$ cat src/rtl/if_fetch_stage.sv
// Instruction-fetch stage: one outstanding imem request, DEPTH-entry {pc, instr} queue to decode.
// Optional IF_NOP_FILL_EN: present addi x0,x0,0 on out_instr whenever out_valid is low.
module if_fetch_stage #(
  parameter logic [31:0] RESET_PC = 32'h0000_0000,
  parameter int          DEPTH    = 2
) (
  input  logic        clk,
  input  logic        rst_n,
  output logic        imem_req,
  output logic [31:0] imem_addr,
  input  logic        imem_ack,
  input  logic [31:0] imem_rdata,
  input  logic        redirect_valid,
  input  logic [31:0] redirect_pc,
  output logic        out_valid,
  input  logic        out_ready,
  output logic [31:0] out_pc,
  output logic [31:0] out_instr
);

  localparam int              PW       = $clog2(DEPTH);
  localparam int              CW       = PW + 1;
  localparam logic [PW-1:0]   PTR_LAST = PW'(DEPTH - 1);
  localparam logic [CW-1:0]   CNT_FULL = CW'(DEPTH);
`ifdef IF_NOP_FILL_EN
  localparam logic [31:0]     FILL_INSTR = 32'h0000_0013;
`else
  localparam logic [31:0]     FILL_INSTR = 32'h0000_0000;
`endif

  typedef enum logic [1:0] {S_IDLE, S_FETCH, S_WAIT, S_DISCARD} state_t;

  state_t        r_state, w_state_next;
  logic [31:0]   r_fetch_pc, w_fetch_pc_next;
  logic [31:0]   r_old_addr, w_old_addr_next;
  logic [31:0]   r_q_pc    [DEPTH];
  logic [31:0]   r_q_instr [DEPTH];
  logic [PW-1:0] r_wr_ptr, r_rd_ptr;
  logic [CW-1:0] r_count, w_count_next;
  logic          w_push, w_pop;
  logic [31:0]   w_redirect_target;

  assign w_redirect_target = redirect_pc & 32'hFFFF_FFFC;

  always_comb begin
    w_state_next    = r_state;
    w_fetch_pc_next = r_fetch_pc;
    w_old_addr_next = r_old_addr;
    imem_req        = 1'b0;
    imem_addr       = r_fetch_pc;
    w_push          = 1'b0;
    case (r_state)
      S_IDLE: w_state_next = S_FETCH;
      S_FETCH: begin
        imem_req = (r_count < CNT_FULL);
        if (imem_req) begin
          if (imem_ack) begin
            w_push          = 1'b1;
            w_fetch_pc_next = r_fetch_pc + 32'd4;
          end else begin
            w_state_next = S_WAIT;
          end
        end
      end
      S_WAIT: begin
        imem_req = 1'b1;
        if (imem_ack) begin
          w_push          = 1'b1;
          w_fetch_pc_next = r_fetch_pc + 32'd4;
          w_state_next    = S_FETCH;
        end
      end
      S_DISCARD: begin
        // Old-path request still in flight: keep presenting it, drop its data.
        imem_req  = 1'b1;
        imem_addr = r_old_addr;
        if (imem_ack) w_state_next = S_FETCH;
      end
      default: w_state_next = S_IDLE;
    endcase
    if (redirect_valid) begin
      w_push          = 1'b0;
      w_fetch_pc_next = w_redirect_target;
      if (imem_req && !imem_ack) begin
        w_state_next    = S_DISCARD;
        w_old_addr_next = imem_addr;
      end else begin
        w_state_next = S_FETCH;
      end
    end
  end

  assign out_valid = (r_count != '0);
  assign w_pop     = out_valid && out_ready && !redirect_valid;

  always_comb begin
    w_count_next = r_count + CW'(w_push) - CW'(w_pop);
    if (redirect_valid) w_count_next = '0;
  end

  always_ff @(posedge clk or negedge rst_n) begin
    if (!rst_n) begin
      r_state    <= S_IDLE;
      r_fetch_pc <= RESET_PC;
      r_old_addr <= RESET_PC;
      r_wr_ptr   <= '0;
      r_rd_ptr   <= '0;
      r_count    <= '0;
    end else begin
      r_state    <= w_state_next;
      r_fetch_pc <= w_fetch_pc_next;
      r_old_addr <= w_old_addr_next;
      r_count    <= w_count_next;
      if (redirect_valid) begin
        r_wr_ptr <= '0;
        r_rd_ptr <= '0;
      end else begin
        if (w_push) r_wr_ptr <= (r_wr_ptr == PTR_LAST) ? '0 : r_wr_ptr + PW'(1);
        if (w_pop)  r_rd_ptr <= (r_rd_ptr == PTR_LAST) ? '0 : r_rd_ptr + PW'(1);
      end
    end
  end

  // Queue storage needs no reset: entries are only visible while counted.
  always_ff @(posedge clk) begin
    if (w_push) begin
      r_q_pc[r_wr_ptr]    <= r_fetch_pc;
      r_q_instr[r_wr_ptr] <= imem_rdata;
    end
  end

  assign out_pc    = out_valid ? r_q_pc[r_rd_ptr]    : 32'h0000_0000;
  assign out_instr = out_valid ? r_q_instr[r_rd_ptr] : FILL_INSTR;

endmodule

$ cat config.mk
export PLATFORM = sky130hd
export DESIGN_NAME = if_fetch_stage
export DESIGN_NICKNAME = d
export VERILOG_FILES = /design/src/rtl/if_fetch_stage.sv
export SDC_FILE = /design/constraint.sdc
export NUM_CORES = 1
export LEC_CHECK = 0
export CORE_UTILIZATION = 48
export CTS_BUF_LIST = sky130_fd_sc_hd__clkbuf_4 sky130_fd_sc_hd__clkbuf_8
export DETAILED_ROUTE_END_ITERATION = 7
export DONT_BUFFER_PORTS = 1
export HOLD_SLACK_MARGIN = 0.06
export PLACE_DENSITY = 0.73
export SLEW_MARGIN = 20
export SYNTH_ARGS = -nofsm -noshare
export SYNTH_HDL_FRONTEND = slang
export SYNTH_SLANG_ARGS = --single-unit
$ cat constraint.sdc
create_clock -name clk -period 6.5 [get_ports clk]
set_clock_uncertainty 0.1 [all_clocks]
set_input_delay 0.65 -clock clk [delete_from_list [all_inputs] [get_ports clk]]
set_output_delay 0.65 -clock clk [all_outputs]
set_load 0.02 [all_outputs]
Word-level counts from Yosys, hierarchy flattened
Memories as Yosys holds them, arrays and structs flattened.
Cells that the tools add are included.
{"block": "word_totals", "ramBits": 128, "memories": 2, "reg_bits": 70}
{"block": "op_classes", "eq_ne": 6, "add_sub_neg": 5, "order_cmp": 1, "reduce_logical": 14, "muxes": 27}
{"name": "r_q_instr", "depth": 2, "width": 32, "read_ports": 1, "rd_ports_with_merged_regs": 0, "write_ports": 1, "line_no": "37", "source": "logic [31:0] r_q_instr [DEPTH];"}
{"name": "r_q_pc", "depth": 2, "width": 32, "read_ports": 1, "rd_ports_with_merged_regs": 0, "write_ports": 1, "line_no": "36", "source": "logic [31:0] r_q_pc [DEPTH];"}
{"cell": "32-bit two-way mux", "count": 6}
{"cell": "32-bit one-hot mux with 2 select lines", "count": 1}
{"cell": "32-bit by 3-bit adder with 32-bit output, second input constant", "count": 1}
{"cell": "2-bit two-way mux", "count": 6}
{"cell": "1-bit two-way mux", "count": 11}
{"cell": "3-bit != test, second input constant", "count": 2}
{"cell": "2-bit one-hot mux with 3 select lines", "count": 1}
{"cell": "2-bit nonzero test", "count": 3}
{"cell": "2-bit equality test, second input constant", "count": 2}
{"cell": "1-bit one-hot mux with 2 select lines", "count": 2}
{"cell": "2-bit AND reduction", "count": 2}
{"cell": "1-bit logical AND", "count": 3}
{"cell": "3-bit by 1-bit != test with 1-bit output, second input constant", "count": 1}
{"cell": "3-bit AND reduction", "count": 1}
{"cell": "3-bit nonzero test", "count": 1}
{"cell": "1-bit adder, second input constant", "count": 2}
{"cell": "2-bit by 1-bit adder with 2-bit output", "count": 1}
{"cell": "2-bit by 1-bit equality test with 1-bit output, second input constant", "count": 1}
{"cell": "1-bit zero test", "count": 2}
{"cell": "2-bit zero test", "count": 1}
{"cell": "2-bit < comparator, second input constant", "count": 1}
{"cell": "2-bit OR reduction", "count": 1}
{"cell": "2-bit by 1-bit subtractor with 2-bit output", "count": 1}

Longest topological paths before layout
Gate-level depths: netlist of the first run.
{"block": "logic_depth", "ltp_word": 7, "mapped_depth": 10}

Worst setup path after synthesis of the first run
No wires, ideal clock.
{"block": "synth_path", "path_type": "input -> register", "startpoint": "in redirect_valid", "endpoint": "mem r_q_instr[1][0] (enable)", "path_buffers": 2, "required_ps": 5829, "arrival_time_ps": 5612, "slack_ps": 216, "stages": 3, "cell_sequence": "clkbuf_1 > clkbuf_1 > nor3b_1"}
{"block": "synth_via", "elab_chain_len": 3}
{"element": "start: declaration", "line_no": "13", "source": "input logic redirect_valid,"}
{"element": "1-bit two-way mux", "line_no": "81", "source": "if (redirect_valid) begin"}
{"element": "1-bit two-way mux", "line_no": "126", "source": "if (w_push) begin"}
{"element": "1-bit two-way mux (not written as such)", "line_no": "128", "source": "r_q_instr[r_wr_ptr] <= imem_rdata;"}
{"element": "end: declaration", "line_no": "37"}
No other way between the ends.

Worst setup path in the final report of the first run
{"block": "layout_path", "startpoint": "reg r_state[1]", "endpoint": "out imem_req"}
{"block": "layout_via", "elab_chain_len": 3, "word_cells_on_any_way": 5, "cone_classes": "eq/ne (3); mux (1); reduce/logical (1)"}
{"element": "start: declaration", "line_no": "33", "source": "state_t r_state, w_state_next;"}
{"element": "start signal: assignment", "line_no": "110", "source": "r_state <= w_state_next;"}
{"element": "2-bit equality test", "line_no": "52", "source": "case (r_state)"}
{"element": "2-bit OR reduction (no line)"}
{"element": "1-bit one-hot mux with 2 select lines (*)", "line_no": "52"}
{"element": "end: declaration", "line_no": "9", "source": "output logic imem_req,"}
Mark *: on every way between the ends. The rest lies on a longest branch, timed or not.

==> results of run 1 <==
worst paths after layout:
path	endpoint	slack (ns)	startpoint	cells past startpoint
hold reg to reg	r_old_addr[13]	0.39	r_old_addr[13]	1
setup / recovery	imem_req	3.37	r_state[1]	3
max in group asynchronous	r_rd_ptr	5.39	rst_n	2
hold / removal	r_rd_ptr	0.18	redirect_valid	1
min in group asynchronous	r_old_addr[31]	0.62	rst_n	2
setup reg to reg	r_old_addr[26]	3.41	r_state[1]	6
kinds of logic after synthesis:
kind of cell               Yosys count  synth area share [%]
DFF                                192                 64.85
and+or+nand+nor                    178                 10.01
muxes                              122                 15.48
AOI/OAI and AO/OA                   49                 3.141
buffers and inverters               40                 2.034
xor gates and xnor gates            31                 3.246
adders and majority gates            8                 1.197
other                                1               0.04483
worst register-to-register path: stages, from the launching register on:
cell and delay [ns]:
dfrtp_1 0.45, ha_2 0.86, nor2_1 0.09, a21oi_1 0.52, nor3b_2 0.30, buf_4 0.28
mux2_2 0.37
repair_timing:
item	4_1_cts	5_1_grt
hold buffers	2	0
buffers inserted	0	0
hold endpoints to repair	68	0
synth_stat cells (2+ instances only):
master and n:
and2_1 4, clkbuf_1 21, xnor2_1 18, o21ai_0 28, nor3b_1 3, nand3_1 6, buf_4 2, nor2_1 72
buf_2 4, xor2_1 13, ha_1 8, dfrtp_1 68, nor2b_1 4, and3_1 6, a31oi_1 2, nor4_1 9
nor3_1 5, or3_1 2, inv_1 6, nand2_1 46, a21oi_1 7, o21a_1 3, mux2_2 58, o21ai_1 6
buf_1 6, nand4_1 9, mux2i_1 63, edfxtp_1 124, and4_1 3, nand2b_1 2
layout make-up:
class                      instances  share of cell area (%)
sequential                       192                   60.42
multi-input combinational        390                   31.15
tap                              220                   3.064
clock buffer                      21                   3.008
clock inverter                    11                   1.267
timing repair buffer               7                  0.8355
inverter                           6                  0.2507
sequential cells by signal, summed over array words and instances (netlist names):
name        cells
r_rd_ptr        1
r_fetch_pc     30
r_count         2
r_old_addr     32
r_q_pc         60
r_q_instr      64
r_state         2
r_wr_ptr        1
per-stage QoR:
stage	util [%]	hold WS, ns	setup WS (ns)	power (mW)	instances
floorplan	-	0.2544	0.2163	2.785	622
global placement	50.92	0.2561	3.516	2.986	813
detailed placement	50.92	0.2561	3.409	3.036	813
CTS	53.42	0.1132	3.337	3.792	847
global route	53.42	0.1105	3.169	3.947	847
finish	53.42	0.1772	3.374	3.754	847
routing by layer:
| layer | vias to the layer above | global-route usage (%) | part of all wire (%) | wire length (um) |
|---|---|---|---|---|
| met5 | - | 0 | 0 | 0 |
| met4 | 0 | 6.804 | 1.4 | 230 |
| met3 | 21 | 6.085 | 8.5 | 1430 |
| met2 | 181 | 32.79 | 49 | 8262 |
| met1 | 2287 | 23.83 | 41 | 6908 |
| li1 | 2211 | - | - | - |
report_power, final:
group          total, mW  internal (mW)  switching, mW
Combinational       1.29          0.432          0.857
Clock              0.751          0.361          0.390
Sequential          1.71           1.52          0.193
==> impl_metrics.py, run 1 <==
metrics = {
    "layout": {
        "drive_above_1_share_pct": 16.43,
        "multiInputGateArea_um2": 2799,
        "nNetsFinal": 691,
        "final_cell_area_um2": 8985,
        "synthToLayoutAreaGrowth_pct": 7.404,
        "final_cell_mix": "edfxtp_1, nor2_1, dfrtp_1",
        "ff_latch_area_um2": 5429,
        "layout_commonest_cell": "edfxtp_1",
        "fillers": 1446,
        "diodes": 0,
    },
    "global_route": {
        "grt_max_degree": 69,
        "grt_use_total_pct": 19.53,
        "grt_pass1_wl_um": 26260,
        "grt_pass1_vias": 4807,
        "antenna_found_initial": 0,
        "overflow": 0,
    },
    "synthesis": {
        "ys_async_sr_fraction_pct": 35.42,
        "synth_ff_type": "edfxtp_1",
        "synth_top_area_share_pct": 44.51,
        "netlist_top_cells_area": "edfxtp_1, dfrtp_1, mux2_2",
        "syn_inst": 621,
        "synth_seq_area_share_pct": 64.85,
        "ys_seq_elements": 192,
        "syn_avg_cell_area_um2": 13.47,
        "syn_area_um2": 8366,
        "synth_top_area_cell": "edfxtp_1",
        "synth_cell_types": 43,
        "ys_warn_count": 0,
        "synth-edff-count": 124,
    },
    "floorplan": {
        "initial_core_util_pct": 49.74,
        "die-area_um2": 17960,
        "die_w_um": 134.0,
        "coreArea_um2": 16820,
        "row_count": 47,
        "die_h_um": 134.0,
        "ioPinCount": 167,
    },
    "min_path": {
        "min_path_type": "input pin to flop",
    },
    "power_and_ir_drop": {
        "leakagePower_nw": 3.107,
        "p_per_area_nw_per_um2": 417.9,
        "max-vdd-ir-drop_mv": 0.3117,
    },
    "detailed_routing": {
        "final_antenna_net_count": 0,
        "wl_per_cell_um": 19.87,
        "drtIter0Drc": 231,
        "drcViolationCount": 0,
        "vias": 4700,
        "wl_um": 16830,
        "dr.pass1.iters": 4,
        "viasPerCell": 5.549,
    },
    "setup_path": {
        "worstPathRequired_ns": 5.75,
        "crit_chain": "ha_2 -> nor2_1 -> a21oi_1",
        "crit_slowest_cell": "ha_2",
        "critPathArrivalTime_ns": 2.38,
        "max_stage_delay_ns": 0.86,
        "setup.worst_path.end_class": "primary output",
        "crit_fanout": 38,
        "cp.buffers_inverters": 0,
        "path_class": "flop to primary output",
        "path_delay_family": "adder cells",
        "start_kind": "flop",
    },
    "cts": {
        "htree_levels": 4,
        "clk_latency_ns": 0.45,
        "cts_resized": 0,
        "cts_num_sinks": 192,
        "numCtsBuffers": 17,
        "root_buffer": "clkbuf_8",
        "cts.clk_slew.worst_paths_ns": 0.09,
        "cts_tree": "yes",
        "cts_max_path_buffers": 2,
    },
    "timing": {
        "fin_crit_sh_pct": 48.10,
        "finalMaxSlewViolations": 0,
        "period_needed_ns": 3.126,
        "worst_pin_slew_ns": 1.110,
        "rsz0062_at_grt": "no",
        "max_slew_margin_pct": 26.01,
        "setup_viol": 0,
        "fmax_mhz": 319.9,
        "finalHoldViolCount": 0,
        "tns_ns": 0,
    },
    "placed_design": {
        "hpwl_um": 10860,
        "io_buffers": 0,
        "globalplace.congestion": 0.8032,
        "dpl-instance-area_um2": 8563,
    },
    "run_status": {
        "status": "complete, no violations",
    },
    "flow_run": {
        "cap_viol_max_count": 0,
    },
}
Note: power is estimated with default switching activity, not from simulation.
==> inputs of run 2 (changes only) <==
--- a/config.mk
+++ b/config.mk
@@ -10,7 +10,7 @@
 export DETAILED_ROUTE_END_ITERATION = 7
 export DONT_BUFFER_PORTS = 1
 export HOLD_SLACK_MARGIN = 0.06
-export PLACE_DENSITY = 0.73
+export PLACE_DENSITY = 0.71
 export SLEW_MARGIN = 20
 export SYNTH_ARGS = -nofsm -noshare
 export SYNTH_HDL_FRONTEND = slang
==> constraint.sdc (replaced) <==
create_clock -name clk -period 3.06 [get_ports clk]
set_clock_uncertainty 0.1 [all_clocks]
set_input_delay 0.306 -clock clk [delete_from_list [all_inputs] [get_ports clk]]
set_output_delay 0.306 -clock clk [all_outputs]
set_load 0.02 [all_outputs]
==> run 2 against run 1 <==
Combinational power rose by 130%. Global-route usage rose by 0.26 points. Critical path depth rose by 7. Power rose by 120%. First-iteration DRC count rose by 16%. Non-clock buffer count rose by 74. Core utilization rose by 4.7 points. Clock-buffer cell count did not move. Routed wire length rose by 2.3%. Design area rose by 8.8%. Largest power group unchanged.
==> impl_metrics.py, run 2 (same netlist as run 1, synthesis figures left out) <==
metrics = {
    "layout": {
        "largest_reg_flops": 64,
        "regMostFlops": "r_q_instr",
        "final_cell_mix": "edfxtp_1, nor2_1, dlygate4sd3_1, dfrtp_1, mux2i_1",
        "drive_above_1_share_pct": 16.69,
        "fillers": 1376,
        "layout_commonest_cell": "edfxtp_1",
        "diodes": 0,
        "synthToLayoutAreaGrowth_pct": 16.90,
        "stdcell_count": 921,
        "top_regs": "r_q_instr x64, r_q_pc x60, r_old_addr x32",
        "nNetsFinal": 765,
    },
    "cts": {
        "cts.clk_slew.worst_paths_ns": 0.09,
        "htree_levels": 4,
        "clk_latency_ns": 0.46,
        "cts_num_sinks": 192,
        "root_buffer": "clkbuf_8",
        "cts_resized": 0,
        "cts_max_path_buffers": 2,
        "cts_tree": "yes",
        "numCtsBuffers": 17,
    },
    "setup_path": {
        "r2r-start": "r_state[1]",
        "critPathArrivalTime_ns": 2.82,
        "path_delay_family": "compound AO/OA/AOI/OAI gates",
        "reg2reg_depth": 10,
        "crit_chain": "inv_2 -> ha_4 -> nor2b_1 -> o211ai_1 -> nand3_1 -> a21oi_1 -> ha_1 -> xnor2_1 -> xnor2_1 -> nor2_1",
        "endpoint": "r_count[1]",
        "cp.buffers_inverters": 1,
        "path_class": "flop to flop",
        "setup.worst_path.end_class": "flop",
        "crit_cells": 10,
        "crit_slowest_cell": "o211ai_1",
        "worstPathRequired_ns": 3.31,
        "crit_top_cell": "xnor2_1",
        "worstSetupStartpoint": "r_state[1]",
        "start_kind": "flop",
        "r2r_end": "r_count[1]",
        "crit_fanout": 5,
        "max_stage_delay_ns": 0.58,
        "rrSetupSlack_ns": 0.49,
    },
    "placed_design": {
        "globalplace.congestion": 0.8060,
        "dpl.cell_count": 820,
        "io_buffers": 0,
        "hpwl_um": 11250,
    },
    "min_path": {
        "min_from": "redirect_valid",
        "min_path_type": "input pin to flop",
    },
    "global_route": {
        "grt_pass1_vias": 4999,
        "grt_pass1_wl_um": 26750,
        "grt_use_total_pct": 19.79,
        "overflow": 0,
        "grt_max_degree": 69,
        "antenna_found_initial": 0,
    },
    "timing": {
        "finalHoldViolCount": 0,
        "period_needed_ns": 2.569,
        "finalMaxSlewViolations": 0,
        "worst_pin_slew_ns": 0.7602,
        "setup_viol": 0,
        "rsz0062_at_grt": "no",
        "tns_ns": 0,
        "max_slew_margin_pct": 48.79,
        "whs_ns": 0.1490,
        "fin_crit_sh_pct": 83.96,
        "fmax_mhz": 389.2,
    },
    "power_and_ir_drop": {
        "max-vdd-ir-drop_mv": 0.4086,
        "p_per_area_nw_per_um2": 831.2,
        "leakagePower_nw": 3.434,
    },
    "run_status": {
        "status": "complete, no violations",
    },
    "detailed_routing": {
        "viasPerCell": 5.442,
        "wl_per_cell_um": 18.69,
        "drcViolationCount": 0,
        "drtIter0Drc": 269,
        "wl_um": 17220,
        "final_antenna_net_count": 0,
        "vias": 5012,
        "dr.pass1.iters": 4,
    },
    "floorplan": {
        "coreArea_um2": 16820,
        "die_w_um": 134.0,
        "ioPinCount": 167,
        "row_count": 47,
        "die_h_um": 134.0,
        "initial_core_util_pct": 49.74,
        "die-area_um2": 17960,
    },
    "flow_run": {
        "cap_viol_max_count": 0,
    },
}
==> run 2: cell count changes in the layout (fill, tap and decap cells not counted), sizes merged <==
| cell | before | now |
|---|---|---|
| dlygate4sd3 | 1 | 67 |
| buf | 6 | 14 |
| clkinv | 6 | 3 |
| clkinvlp | 2 | 5 |
| bufinv | 2 | 1 |
| inv | 7 | 8 |
==> run 2: layer usage <==
| metal | up-vias | routed length, um | global-route usage (%) |
|---|---|---|---|
| li1 | 2363 | - | - |
| met1 | 2465 | 7519 | 25.95 |
| met2 | 173 | 8304 | 31.78 |
| met3 | 11 | 1234 | 5.745 |
| met4 | 0 | 157 | 6.367 |
| met5 | - | 0 | 0 |
==> run 2: final cells by class <==
type                       count  area, um2  area share, %
clock buffer                  21      276.5          2.828
timing repair buffer          81      845.8          8.649
tap                          220      275.3          2.815
sequential                   192       5429          55.51
clock inverter                11      106.4          1.088
inverter                       6      22.52         0.2303
multi-input combinational    390       2824          28.88
==> run 2: worst min-delay path, delay by kind of cell <==
family	cells	cell delay, ns
compound gates	1	0.12
simple gates	1	0.11
fa+ha+maj	1	0.13
==> run 2: worst min path at each step <==
stage	endpoint	slack, ns	cells past startpoint
finish	r_count[0]	0.15	3
global route	r_q_pc[1][7]	0.13	2
CTS	r_state[0]	0.12	3
detailed placement	r_old_addr[24]	-0.09	0
global placement	r_old_addr[24]	-0.09	0
floorplan	r_count[0]	-0.09	0
==> run 2: through the flow <==
step           setup WS [ns]  total power, mW  cell area, um2  utilization [%]
2_1_floorplan        -0.1493            5.925            8404                -
3_3_place_gp          0.5871            6.423            8678            51.60
3_5_place_dp          0.4981            6.517            8678            51.60
4_1_cts               0.4869            8.206            9779            58.15
5_1_grt               0.3178            8.556            9779            58.15
6_report              0.4907            8.128            9779            58.15
==> run 2: where the power goes <==
part | total (mW) | switching (mW) | internal [mW]
clock | 1.57 | 0.864 | 0.710
sequential | 3.53 | 0.304 | 3.23
combinational | 3.02 | 1.97 | 1.05
==> run 2: timing repair <==
item	in CTS	in global routing
setup buffers	0	0
hold buffers	69	0
endpoints found under the hold margin	170	0
==> inputs of run 3 (changes only) <==
--- a/config.mk
+++ b/config.mk
@@ -5,6 +5,7 @@
 export SDC_FILE = /design/constraint.sdc
 export NUM_CORES = 1
 export LEC_CHECK = 0
+export ABC_AREA = 1
 export CORE_UTILIZATION = 48
 export CTS_BUF_LIST = sky130_fd_sc_hd__clkbuf_4 sky130_fd_sc_hd__clkbuf_8
 export DETAILED_ROUTE_END_ITERATION = 7
==> constraint.sdc (replaced) <==
create_clock -name clk -period 2.62 [get_ports clk]
set_clock_uncertainty 0.1 [all_clocks]
set_input_delay 0.262 -clock clk [delete_from_list [all_inputs] [get_ports clk]]
set_output_delay 0.262 -clock clk [all_outputs]
set_load 0.02 [all_outputs]
==> run 3 against run 2 <==
Worst hold slack worse by 0.022 ns. Register-to-register slack lost 0.10 ns. Setup slack got worse by 0.36 ns. Design area up 6.4%. Highest routed layer unchanged.
==> impl_metrics.py, run 3 <==
metrics = {
    "detailed_routing": {
        "drtIter0Drc": 584,
        "wl_um": 20300,
        "wl_per_cell_um": 15.54,
        "drcViolationCount": 0,
        "dr.pass1.iters": 5,
        "vias": 6832,
        "viasPerCell": 5.231,
        "final_antenna_net_count": 0,
    },
    "timing": {
        "finalMaxSlewViolations": 0,
        "setup_viol": 0,
        "period_needed_ns": 2.492,
        "worst_pin_slew_ns": 0.8351,
        "whs_ns": 0.1266,
        "fmax_mhz": 401.4,
        "tns_ns": 0,
        "finalHoldViolCount": 0,
        "rsz0062_at_grt": "no",
        "max_slew_margin_pct": 43.74,
        "fin_crit_sh_pct": 95.10,
    },
    "power_and_ir_drop": {
        "leakagePower_nw": 4.237,
        "p_per_area_nw_per_um2": 1056,
        "max-vdd-ir-drop_mv": 0.5766,
    },
    "synthesis": {
        "synth_ff_type": "edfxtp_1",
        "syn_area_um2": 8856,
        "syn_avg_cell_area_um2": 9.037,
        "synth_top_area_cell": "edfxtp_1",
        "synth-edff-count": 124,
        "synth_cell_types": 33,
        "synth.most_common_cell": "nand2_1",
        "netlist_top_cells_area": "edfxtp_1, dfrtp_1, nand2_1",
        "ys_seq_elements": 192,
        "synth_top_area_share_pct": 42.05,
        "synth_common_cells": "nand2_1, edfxtp_1, a21oi_1",
        "synth_seq_area_share_pct": 61.26,
        "ys_warn_count": 0,
        "ys_async_sr_fraction_pct": 35.42,
        "syn_inst": 980,
    },
    "global_route": {
        "busiest_layer": "met2",
        "grt_pass1_wl_um": 31920,
        "grt_use_total_pct": 22.08,
        "grt_pass1_vias": 6397,
        "grtUsageMet1_pct": 29.53,
        "antenna_found_initial": 0,
        "met2_usage_pct": 34.87,
        "grt_max_degree": 69,
        "overflow": 0,
        "met3_usage_pct": 5.445,
    },
    "cts": {
        "cts_tree": "yes",
        "cts_max_path_buffers": 2,
        "htree_levels": 4,
        "numCtsBuffers": 17,
        "root_buffer": "clkbuf_8",
        "cts.clk_slew.worst_paths_ns": 0.09,
        "clk_latency_ns": 0.46,
        "cts_num_sinks": 192,
    },
    "setup_path": {
        "start_kind": "flop",
        "crit_chain": "ha_2 -> buf_12 -> o21ai_0",
        "crit_slowest_cell": "o21ai_0",
        "path_class": "flop to primary output",
        "crit_fanout": 26,
        "max_stage_delay_ns": 0.67,
        "setup.worst_path.end_class": "primary output",
        "r2r-start": "r_state[1]",
        "worstPathRequired_ns": 2.26,
        "cp.buffers_inverters": 1,
        "worstSetupStartpoint": "r_state[0]",
        "critPathArrivalTime_ns": 2.13,
        "path_delay_family": "compound AO/OA/AOI/OAI gates",
    },
    "layout": {
        "regMostFlops": "r_q_instr",
        "drive_above_1_share_pct": 8.357,
        "largest_reg_flops": 64,
        "synthToLayoutAreaGrowth_pct": 17.55,
        "fillers": 1599,
        "final_cell_mix": "nand2_1, edfxtp_1, a21oi_1",
        "diodes": 0,
        "layout_commonest_cell": "nand2_1",
        "top_regs": "r_q_instr x64, r_q_pc x60, r_old_addr x32",
        "ff_latch_area_um2": 5426,
        "multiInputGateArea_um2": 2912,
        "nNetsFinal": 1141,
    },
    "min_path": {
        "min_from": "imem_ack",
        "min_path_type": "input pin to flop",
    },
    "floorplan": {
        "die_w_um": 137.8,
        "ioPinCount": 167,
        "coreArea_um2": 18020,
        "die-area_um2": 19000,
        "row_count": 49,
        "die_h_um": 137.8,
        "initial_core_util_pct": 49.13,
    },
    "placed_design": {
        "io_buffers": 0,
        "globalplace.congestion": 0.8799,
        "hpwl_um": 13060,
    },
    "run_status": {
        "status": "complete, no violations",
    },
    "flow_run": {
        "cap_viol_max_count": 0,
    },
}
## run 3: cell count changes after synthesis, moves of 11 or more
cell / before / now
a21oi_1: 7 / 90
inv_1: 6 / 80
mux2_2: 58 / 0
mux2i_1: 63 / 0
nand2_1: 46 / 331
nand3_1: 6 / 33
nor2_1: 72 / 83
o21ai_0: 28 / 84
xnor2_1: 18 / 1
xor2_1: 13 / 0
## run 3: worst paths after layout
kind | end | slack, ns | depth (start not counted)
min reg2reg | r_old_addr[12] | 0.43 | 2
min in group asynchronous | r_old_addr[21] | 0.24 | 2
max in group asynchronous | r_rd_ptr | 1.88 | 2
max reg2reg | r_q_pc[0][19] | 0.39 | 9
max | imem_addr[31] | 0.13 | 3
min | r_wr_ptr | 0.13 | 3
## run 3: logic make-up (layout without fill, tap and decap cells)
family	after synthesis	in the layout	synth area share, %
simple gates	457	457	20.27
flops	192	192	61.26
compound gates	190	190	11.09
buf+inv	131	227	6.103
fa+ha+maj	8	8	1.130
other cells	1	2	0.04234
xor+xnor	1	1	0.09892
## run 3: area by class of cell
class                   instances  share of cell area, %
well taps                     229                  2.752
repair buffers                112                  10.72
clock inverters                14                  1.118
inverters                      83                  2.993
flip-flops and latches        192                  52.13
clock buffers                  18                  2.320
multi-input cells             658                  27.97
## run 3: worst register-to-register path, cell delays in order, from the launching register on
cell and delay [ns]:
dfrtp_1 0.42, inv_1 0.12, ha_1 0.18, inv_1 0.04, o21bai_1 0.11, nand3_1 0.18, inv_1 0.15, nand2_1 0.12
nor2_4 0.13, buf_12 0.33
## run 3: power by group
part           internal [mW]  switching (mW)  total, mW
clock network          0.759            1.04       1.80
logic                   1.25            3.23       4.48
registers               4.08           0.639       4.71
total                   6.08            4.91       11.0
## run 3: stage by stage
stage	cells	power, mW	instance area [um2]	setup WS (ns)	util [%]
2_1_floorplan	981	7.821	8875	0.03202	-
3_3_place_gp	1207	9.010	9361	0.4803	51.94
3_5_place_dp	1207	9.128	9361	0.3903	51.94
4_1_cts	1306	11.05	10410	0.05053	57.74
5_1_grt	1306	11.80	10410	0.008432	57.75
6_report	1306	10.99	10410	0.1284	57.75
## run 3: timing repair
action / in CTS / in global routing
hold buffers: 67 / 0
endpoints found under the setup margin: 0 / 7
resized for setup: 0 / 4
hold endpoints to repair: 179 / 0
setup buffers: 0 / 0
## run 3: layer usage
metal	up-vias	wire [um]
li1	3370	-
met1	3191	8989
met2	241	9315
met3	30	1604
met4	0	386
met5	-	0
